**src/rtl/cayde_alu_pkg.sv**
```systemverilog
// Shared op encoding, FSM state type and width default for the execute-stage ALU.
// The upstream ALU control decoder imports alu_op_t from here so both ends agree.
package cayde_alu_pkg;

    localparam int XLEN_DEFAULT = 32;

    typedef enum logic [3:0] {
        OP_AND  = 4'b0000,
        OP_OR   = 4'b0001,
        OP_ADD  = 4'b0010,
        OP_XOR  = 4'b0011,
        OP_SLL  = 4'b0100,
        OP_SRL  = 4'b0101,
        OP_SUB  = 4'b0110,
        OP_SRA  = 4'b0111,
        OP_SLT  = 4'b1000,
        OP_SLTU = 4'b1001
    } alu_op_t;

    typedef enum logic [1:0] {
        ST_IDLE  = 2'd0,
        ST_SHIFT = 2'd1,
        ST_DONE  = 2'd2
    } alu_state_t;

    function automatic logic is_shift_op(input alu_op_t op_code);
        return (op_code == OP_SLL) || (op_code == OP_SRL) || (op_code == OP_SRA);
    endfunction

endpackage

```
**src/rtl/cayde_alu_shifter.sv**
```systemverilog
// Serial shifter: moves the working register one bit per cycle until the count runs out.
// done is high during the final step so the FSM can register the result on that same edge.
module cayde_alu_shifter
    import cayde_alu_pkg::*;
#(
    parameter int XLEN    = XLEN_DEFAULT,
    parameter int SHAMT_W = $clog2(XLEN)
) (
    input  logic               clk,
    input  logic               rst,
    input  logic               start,
    input  alu_op_t            op_code,
    input  logic [XLEN-1:0]    value,
    input  logic [SHAMT_W-1:0] shamt,
    output logic               busy,
    output logic               done,
    output logic [XLEN-1:0]    shifted
);

    logic [XLEN-1:0]    work_reg;
    logic [SHAMT_W-1:0] cnt_reg;
    alu_op_t            op_reg;

    assign busy = (cnt_reg != '0);
    assign done = (cnt_reg == SHAMT_W'(1));

    always_comb begin
        shifted = work_reg;
        case (op_reg)
            OP_SLL:  shifted = {work_reg[XLEN-2:0], 1'b0};
            OP_SRA:  shifted = {work_reg[XLEN-1], work_reg[XLEN-1:1]};
            default: shifted = {1'b0, work_reg[XLEN-1:1]};
        endcase
    end

    always_ff @(posedge clk) begin
        if (rst) begin
            work_reg <= '0;
            cnt_reg  <= '0;
            op_reg   <= OP_SLL;
        end else if (start) begin
            work_reg <= value;
            cnt_reg  <= shamt;
            op_reg   <= op_code;
        end else if (busy) begin
            work_reg <= shifted;
            cnt_reg  <= cnt_reg - SHAMT_W'(1);
        end
    end

endmodule

```
**src/rtl/cayde_alu_exec.sv**
```systemverilog
// Execute-stage ALU: single-cycle logic/arith/compare ops, iterative shifts,
// valid/ready on both sides with the result held until the consumer takes it.
module cayde_alu_exec
    import cayde_alu_pkg::*;
#(
    parameter int XLEN = XLEN_DEFAULT
) (
    input  logic            clk,
    input  logic            rst,
    input  logic            in_valid,
    output logic            in_ready,
    input  logic [3:0]      op,
    input  logic [XLEN-1:0] a,
    input  logic [XLEN-1:0] b,
    output logic            out_valid,
    input  logic            out_ready,
    output logic [XLEN-1:0] result,
    output logic            zero,
    output logic            illegal
);

    localparam int SHAMT_W = $clog2(XLEN);

    alu_state_t         state_reg;
    logic [XLEN-1:0]    result_reg;
    logic               zero_reg;
    logic               illegal_reg;

    alu_op_t            op_code;
    logic [SHAMT_W-1:0] shamt;
    logic               accept;
    logic               shift_start;
    logic [XLEN-1:0]    alu_value;
    logic               alu_illegal;
    logic               sh_busy;
    logic               sh_done;
    logic [XLEN-1:0]    sh_shifted;

    assign op_code     = alu_op_t'(op);
    assign shamt       = b[SHAMT_W-1:0];
    assign accept      = in_valid && (state_reg == ST_IDLE);
    assign shift_start = accept && is_shift_op(op_code) && (shamt != '0);

    // Shifts land here only when shamt is zero, in which case the result is a unchanged.
    always_comb begin
        alu_value   = '0;
        alu_illegal = 1'b0;
        case (op_code)
            OP_AND:  alu_value = a & b;
            OP_OR:   alu_value = a | b;
            OP_ADD:  alu_value = a + b;
            OP_XOR:  alu_value = a ^ b;
            OP_SUB:  alu_value = a - b;
            OP_SLL,
            OP_SRL,
            OP_SRA:  alu_value = a;
            OP_SLT:  alu_value = {{(XLEN-1){1'b0}}, ($signed(a) < $signed(b))};
            OP_SLTU: alu_value = {{(XLEN-1){1'b0}}, (a < b)};
            default: alu_illegal = 1'b1;
        endcase
    end

    cayde_alu_shifter #(
        .XLEN    (XLEN),
        .SHAMT_W (SHAMT_W)
    ) u_shifter (
        .clk     (clk),
        .rst     (rst),
        .start   (shift_start),
        .op_code (op_code),
        .value   (a),
        .shamt   (shamt),
        .busy    (sh_busy),
        .done    (sh_done),
        .shifted (sh_shifted)
    );

    always_ff @(posedge clk) begin
        if (rst) begin
            state_reg   <= ST_IDLE;
            result_reg  <= '0;
            zero_reg    <= 1'b1;
            illegal_reg <= 1'b0;
        end else begin
            case (state_reg)
                ST_IDLE: begin
                    if (shift_start) begin
                        state_reg <= ST_SHIFT;
                    end else if (accept) begin
                        result_reg  <= alu_value;
                        zero_reg    <= (alu_value == '0);
                        illegal_reg <= alu_illegal;
                        state_reg   <= ST_DONE;
                    end
                end
                ST_SHIFT: begin
                    if (sh_done) begin
                        result_reg  <= sh_shifted;
                        zero_reg    <= (sh_shifted == '0);
                        illegal_reg <= 1'b0;
                        state_reg   <= ST_DONE;
                    end else if (!sh_busy) begin
                        state_reg <= ST_IDLE;
                    end
                end
                ST_DONE: begin
                    if (out_ready) begin
                        state_reg <= ST_IDLE;
                    end
                end
                default: state_reg <= ST_IDLE;
            endcase
        end
    end

    assign in_ready  = (state_reg == ST_IDLE);
    assign out_valid = (state_reg == ST_DONE);
    assign result    = result_reg;
    assign zero      = zero_reg;
    assign illegal   = illegal_reg;

endmodule

```
**config.mk**
```make
export PLATFORM = sky130hd
export DESIGN_NAME = cayde_alu_exec
export DESIGN_NICKNAME = d
export VERILOG_FILES = /design/src/rtl/cayde_alu_pkg.sv /design/src/rtl/cayde_alu_shifter.sv /design/src/rtl/cayde_alu_exec.sv
export SDC_FILE = /design/constraint.sdc
export NUM_CORES = 1
export LEC_CHECK = 0
export CAP_MARGIN = 20
export CORE_AREA = 2 2 150 152
export CTS_BUF_LIST = sky130_fd_sc_hd__clkbuf_8 sky130_fd_sc_hd__clkbuf_16
export CTS_CLUSTER_DIAMETER = 200
export DETAILED_ROUTE_END_ITERATION = 7
export DIE_AREA = 0 0 152 154
export PLACE_DENSITY = 0.65
export REMOVE_ABC_BUFFERS = 1
export SYNTH_ARGS = -nofsm -noshare
export SYNTH_HDL_FRONTEND = slang
export SYNTH_SLANG_ARGS = --single-unit
```
**constraint.sdc**
```tcl
create_clock -name clk -period 4.4 [get_ports clk]
set_clock_uncertainty 0.2 [all_clocks]
set_input_delay 0.88 -clock clk [delete_from_list [all_inputs] [get_ports clk]]
set_output_delay 0.88 -clock clk [all_outputs]
set_load 0.01 [all_outputs]
```
## Yosys cells after proc, flatten, opt, wreduce, memory -nomap -nowiden

Index checks and enable logic that the tools add are counted.

| word-level totals | value |
|---|---|
| register bits after elaboration | 77 |
| input port bits | 72 |
| output and inout bits | 36 |
| word-level logic and storage cells | 77 |

| operators by class | value |
|---|---|
| add/sub/neg operators | 3 |
| magnitude comparators | 2 |
| equal/unequal tests | 20 |
| multiplexer cells | 25 |
| bitwise operators | 3 |
| reduce and logical (&&, ||, !) cells | 17 |

Operators with widths:

| kind | count |
|---|---|
| $pmux 32 s8 | 1 |
| $mux 32 | 5 |
| $pmux 32 s2 | 2 |
| $logic_not 32->1 | 2 |
| $lt 32x32->1 | 2 |
| $add 32x32->32 | 1 |
| $and 32x32->32 | 1 |
| $or 32x32->32 | 1 |
| $sub 32x32->32 | 1 |
| $xor 32x32->32 | 1 |
| $eq 4x3->1 const B | 6 |
| $mux 2 | 5 |
| $mux 5 | 2 |
| $reduce_bool 5->1 | 2 |
| $reduce_or 10->1 | 1 |
| $eq 4x2->1 const B | 2 |
| $eq 4x4->1 const B | 2 |
| $mux 1 | 7 |
| $pmux 2 s3 | 1 |
| $eq 5x1->1 const B | 1 |
| $sub 5x1->5 const B | 1 |
| $eq 4x1->1 const B | 1 |
| $logic_not 4->1 | 1 |
| $ne 2x1->1 const B | 2 |
| other kinds (13) | 19 |

## Longest topological paths before layout

| depth | value |
|---|---|
| depth after elaboration | 7 |
| depth in mapped cells | 16 |
| mapped depth without buffers | 16 |

## By module

From an unflattened synthesis, not the netlist that was laid out.

| unflattened totals | value |
|---|---|
| cell total of the unflattened synthesis | 1,435 |
| area total of the unflattened synthesis | 10,306.1 µm² |

Modules (own cells, without submodules):

| module | instances | cells an instance | area an instance (µm²) | seq. area each (µm²) |
|---|---|---|---|---|
| cayde_alu_exec | 1 | 1,165 | 7,736.2 | 720.7 |
| cayde_alu_shifter | 1 | 270 | 2,570.0 | 820.8 |

## Worst setup path before layout

OpenSTA, ideal clock, no wires.

| timing | value |
|---|---|
| path type | input port to flip-flop |
| from | input a[9] |
| to | register zero_reg (netlist: zero) |
| setup time | 0.087 ns |
| arrival time | 3.763 ns |
| data required time | 4.113 ns |
| setup slack | 0.350 ns |
| stages | 15 |
| path buffers | 1 |
| cells stage by stage | inv_1 > ha_1 > buf_6 > or3_4 > or4_4 > a311oi_2 > o41ai_2 > o21ai_2 > a41oi_1 > a21oi_1 > xnor2_1 > o21ai_1 > nor4_1 > nand4_1 > o31ai_1 |

| between the ends | value |
|---|---|
| cells in the longest elaborated chain, start to end | 6 |
| elaborated cells between the ends (all ways) | 12 |
| classes of those cells | add/sub (2); order compare (2); mux (4); bitwise (3); reduce/logical (1) |

Ends and longest elaborated chain:

| element | RTL line | RTL |
|---|---|---|
| from (decl) | cayde_alu_exec.sv:13 | `input logic [XLEN-1:0] a,` |
| $sub 32x32->32, or another cell as far along | cayde_alu_exec.sv:53 | `OP_SUB: alu_value = a - b;` |
| $pmux 32 s8 (*) | cayde_alu_exec.sv:48 | `case (op_code)` |
| $logic_not 32->1 (*) | cayde_alu_exec.sv:91 | `zero_reg <= (alu_value == '0);` |
| $mux 1 (*) | cayde_alu_exec.sv:89 | `end else if (accept) begin` |
| $mux 1 (*) | cayde_alu_exec.sv:87 | `if (shift_start) begin` |
| $pmux 1 s2 (*) | cayde_alu_exec.sv:85 | `case (state_reg)` |
| to (signal assigned) | cayde_alu_exec.sv:91 |  |
| to (signal assigned) | cayde_alu_exec.sv:99 | `zero_reg <= (sh_shifted == '0);` |
| to (decl) | cayde_alu_exec.sv:26 | `logic zero_reg;` |

Mark *: on every way between the ends. The rest lies on a longest branch, timed or not. The select of a mux whose other input is x is not followed.
A chain may end at the register's enable or synchronous reset.

## Worst setup path after layout

| timing | value |
|---|---|
| from | input a[5] |
| to | register zero_reg (netlist: zero) |

Same word-level chain as after synthesis.

==> impl_metrics.yaml <==
run_status:
  outcome: "finished with violations"
  violations: "setup timing"
setup_path:
  endpoint_kind: "flop"
  path_class: "in -> reg"
  r2r_start: "u_shifter.cnt_reg[2]"
  r2r-end: "zero"
  r2r_cells: 11
  cp-startpoint: "a[5]"
  worst_ep_required_time_ps: 4460
  worst_setup_path_start_kind: "input pin"
  worstPathArrival_ps: 4470
  r2r_setup_slack_ps: 1420
  worstPathMaxFanout: 6
route:
  num_vias: 12100
  vias_per_cell: 6.02
  dr.max_layer_used: "met4"
  drt_drc_violations_left: 0
  routed_wl_mm: 41.5
  dr_wl_met2_mm: 18.1
  met1_length_mm: 17.9
  drtPass1Iterations: 5
  drtIter0Drc: 1110
  wl_per_cell_um: 20.7
  ant_nets: 0
  wl_met3_mm: 3.52
power_and_ir_drop:
  ir_drop_mv: 0.258
  p_leak_nw: 6.12
  finalPower_w: 0.00435
  powerDensity_nw_per_um2: 320
worst_hold_path:
  min_to: "result[30]"
  hp-class: "reg -> reg"
  min_path_cells: 2
  hold_start: "result[30]"
placement:
  place_inst: 1984
  portBuffers: 107
  place_area_um2: 12800
  place_congestion: 1.03
  dp_hpwl_mm: 32.1
  place_ws_ps: -727
layout:
  final_cells: 2008
  areaGrowthSynthToFinish_pct: 41.1
  design_area_um2: 13600
  layout.nets: 1899
  fill_cells: 2060
  antenna_cells: 0
  layout-drive-gt1-share_pct: 22.5
clock_network:
  clk_pin_slew_worst_paths_ps: 60
  h-tree-depth: 3
  cts_buffer_depth: 2
  cts-root-buf: "clkbuf_16"
  clkSinkCount: 77
  cts_tree: "built"
  cts_hold_buf: 0
  clk_latency_ps: 350
  cts_made_buffers: 9
floorplan:
  die-area_um2: 23400
  rows: 54
  start_util_pct: 44.4
  die_y_um: 154
  chipWidth_um: 152
  core_um2: 21700
  num_io_pins: 108
yosys:
  synth_edf_count: 0
  yosysUniqueCellTypes: 87
  syn_avg_cell_area_um2: 6.82
  yosys_warnings: 0
  async_flop_share_pct: 0
  syn-cell-area_um2: 9630
  yosysSeqAreaShare_pct: 16.0
  synth_ff_type: "dfxtp_1"
  synth_cells: 1412
  ys_ff_latch: 77
sta:
  rsz0062_at_grt: "true"
  setup_viol: 1
  fin_crit_sh_pct: 100
  slew_violations: 0
  tightest_slew_ps: 871
  layout_setup_ws_ps: -5.73
  max_freq_ghz: 0.227
  maxSlewHeadroom_pct: 41.9
  finalHoldViolations: 0
  period_needed_ps: 4410
global_route:
  antenna_found_initial: 1
  grt_usage_pct: 34.1
  grt_pass1_wl_mm: 63.3
  grt_max_degree: 78
  grt_pass1_vias: 11400
  grt_overflow: 0
flow_run:
  maxCapViolCount: 0
==> stage by stage <==
| stage | util, % | TNS (ps) | hold WS [ps] |
|---|---|---|---|
| 2_1_floorplan | - | -124880 | 231 |
| 3_5_place_dp | 59.1 | -5540 | 243 |
| 6_report | 62.6 | -5.73 | 249 |
| 5_1_grt | 62.6 | -93.8 | 269 |
| 4_1_cts | 61.4 | 0 | 251 |
| 3_3_place_gp | 59.1 | -4960 | 238 |
==> report_power, final <==
part | switching, W | internal, W | leakage, nW
registers | 0.000143 | 0.000880 | 0.632
clock network | 0.000326 | 0.000454 | 0.146
logic | 0.00144 | 0.00111 | 5.34
total | 0.00190 | 0.00245 | 6.12
==> worst max path at each step <==
| stage | endpoint | slack (ps) | cells after the start |
|---|---|---|---|
| 2_1_floorplan | zero | -2240 | 7 |
| 3_3_place_gp | zero | -770 | 16 |
| 3_5_place_dp | zero | -730 | 16 |
| 4_1_cts | zero | 2 | 18 |
| 5_1_grt | zero | -90 | 18 |
| 6_report | zero | -6 | 16 |
==> layout by cell type, fill, tap and decap left out, types with 46 or more instances in the layout <==
cell type,Yosys,routed
a211oi_1,50,46
a21oi_1,155,152
buf_4,4,281
clkdlybuf4s50_1,0,102
dfxtp_1,77,77
ha_1,102,92
inv_1,102,102
nand2_1,134,131
nor2_1,192,190
o21ai_0,59,55
==> layer usage <==
| metal | track usage, % | vias up |
|---|---|---|
| met5 | 0 | - |
| met4 | 15.3 | 0 |
| met3 | 5.13 | 138 |
| met2 | 53.4 | 602 |
| met1 | 46.4 | 5632 |
| li1 | - | 5718 |
==> critical path, cell delays in order <==
cell and delay [ps]:
clkdlybuf4s50_1 480, inv_1 50, ha_1 380, and2_1 220, a21bo_2 290, a211oi_4 350
nor3_4 100, a21oi_2 220, o31a_1 290, buf_6 150, nand3_1 110, a31oi_2 180
o22ai_2 150, nor4_2 290, nand4_1 120, o31ai_1 200
==> final cells by class <==
class / instances / area, um^2 / share of cell area (%)
Tap cell: 280 / 350 / 2.58
Sequential cell: 77 / 1540 / 11.3
Multi-Input combinational cell: 1137 / 7710 / 56.8
Timing Repair Buffer: 395 / 3290 / 24.2
Clock buffer: 10 / 239 / 1.76
Clock inverter: 6 / 62.6 / 0.460
Inverter: 103 / 387 / 2.85
==> cell usage after synthesis, types with 5 or more instances <==
cell / count / share of area [%]
nor2_1: 192 / 7.5
a22oi_1: 16 / 1.2
or4_1: 5 / 0.39
o221a_2: 5 / 0.58
dfxtp_1: 77 / 16
or3_1: 9 / 0.58
o31a_1: 5 / 0.45
o22ai_1: 10 / 0.65
nand2b_1: 10 / 0.65
nor3_1: 39 / 2.0
a221o_1: 5 / 0.52
nor2b_1: 15 / 0.97
a221oi_1: 20 / 1.8
a21o_1: 11 / 0.86
nand3_1: 30 / 1.6
buf_2: 27 / 1.4
nand4_1: 17 / 1.1
inv_1: 102 / 4.0
and3_1: 10 / 0.65
ha_1: 102 / 13
clkbuf_1: 58 / 2.3
o21ai_1: 14 / 0.73
a21boi_0: 5 / 0.39
o31ai_1: 12 / 0.94
nand2_1: 134 / 5.2
o21ai_0: 59 / 3.1
xnor2_1: 10 / 0.91
nor3b_1: 6 / 0.47
a211oi_1: 50 / 3.9
nor4_1: 9 / 0.58
mux2i_1: 36 / 3.7
a31oi_1: 14 / 0.91
a21oi_1: 155 / 8.1
o21bai_1: 11 / 0.86
and2_1: 5 / 0.32
or2_2: 5 / 0.32
o211ai_1: 27 / 2.1
==> logic make-up after synthesis <==
family	Yosys count	share of synthesized area, %
DFF	77	16.0
adders and majority gates	104	13.7
and+or+nand+nor	508	24.3
buffers and inverters	198	8.31
AOI/OAI and AO/OA	479	33.1
muxes	36	3.74
xor gates and xnor gates	10	0.909
==> repair_timing <==
item,CTS,global route
setup buffers,3,6
gates resized for setup,41,35
pin swaps,17,22
gates cloned,0,0
endpoints found under the setup margin,5,9
No activity file was read; power rests on OpenSTA's default activity.
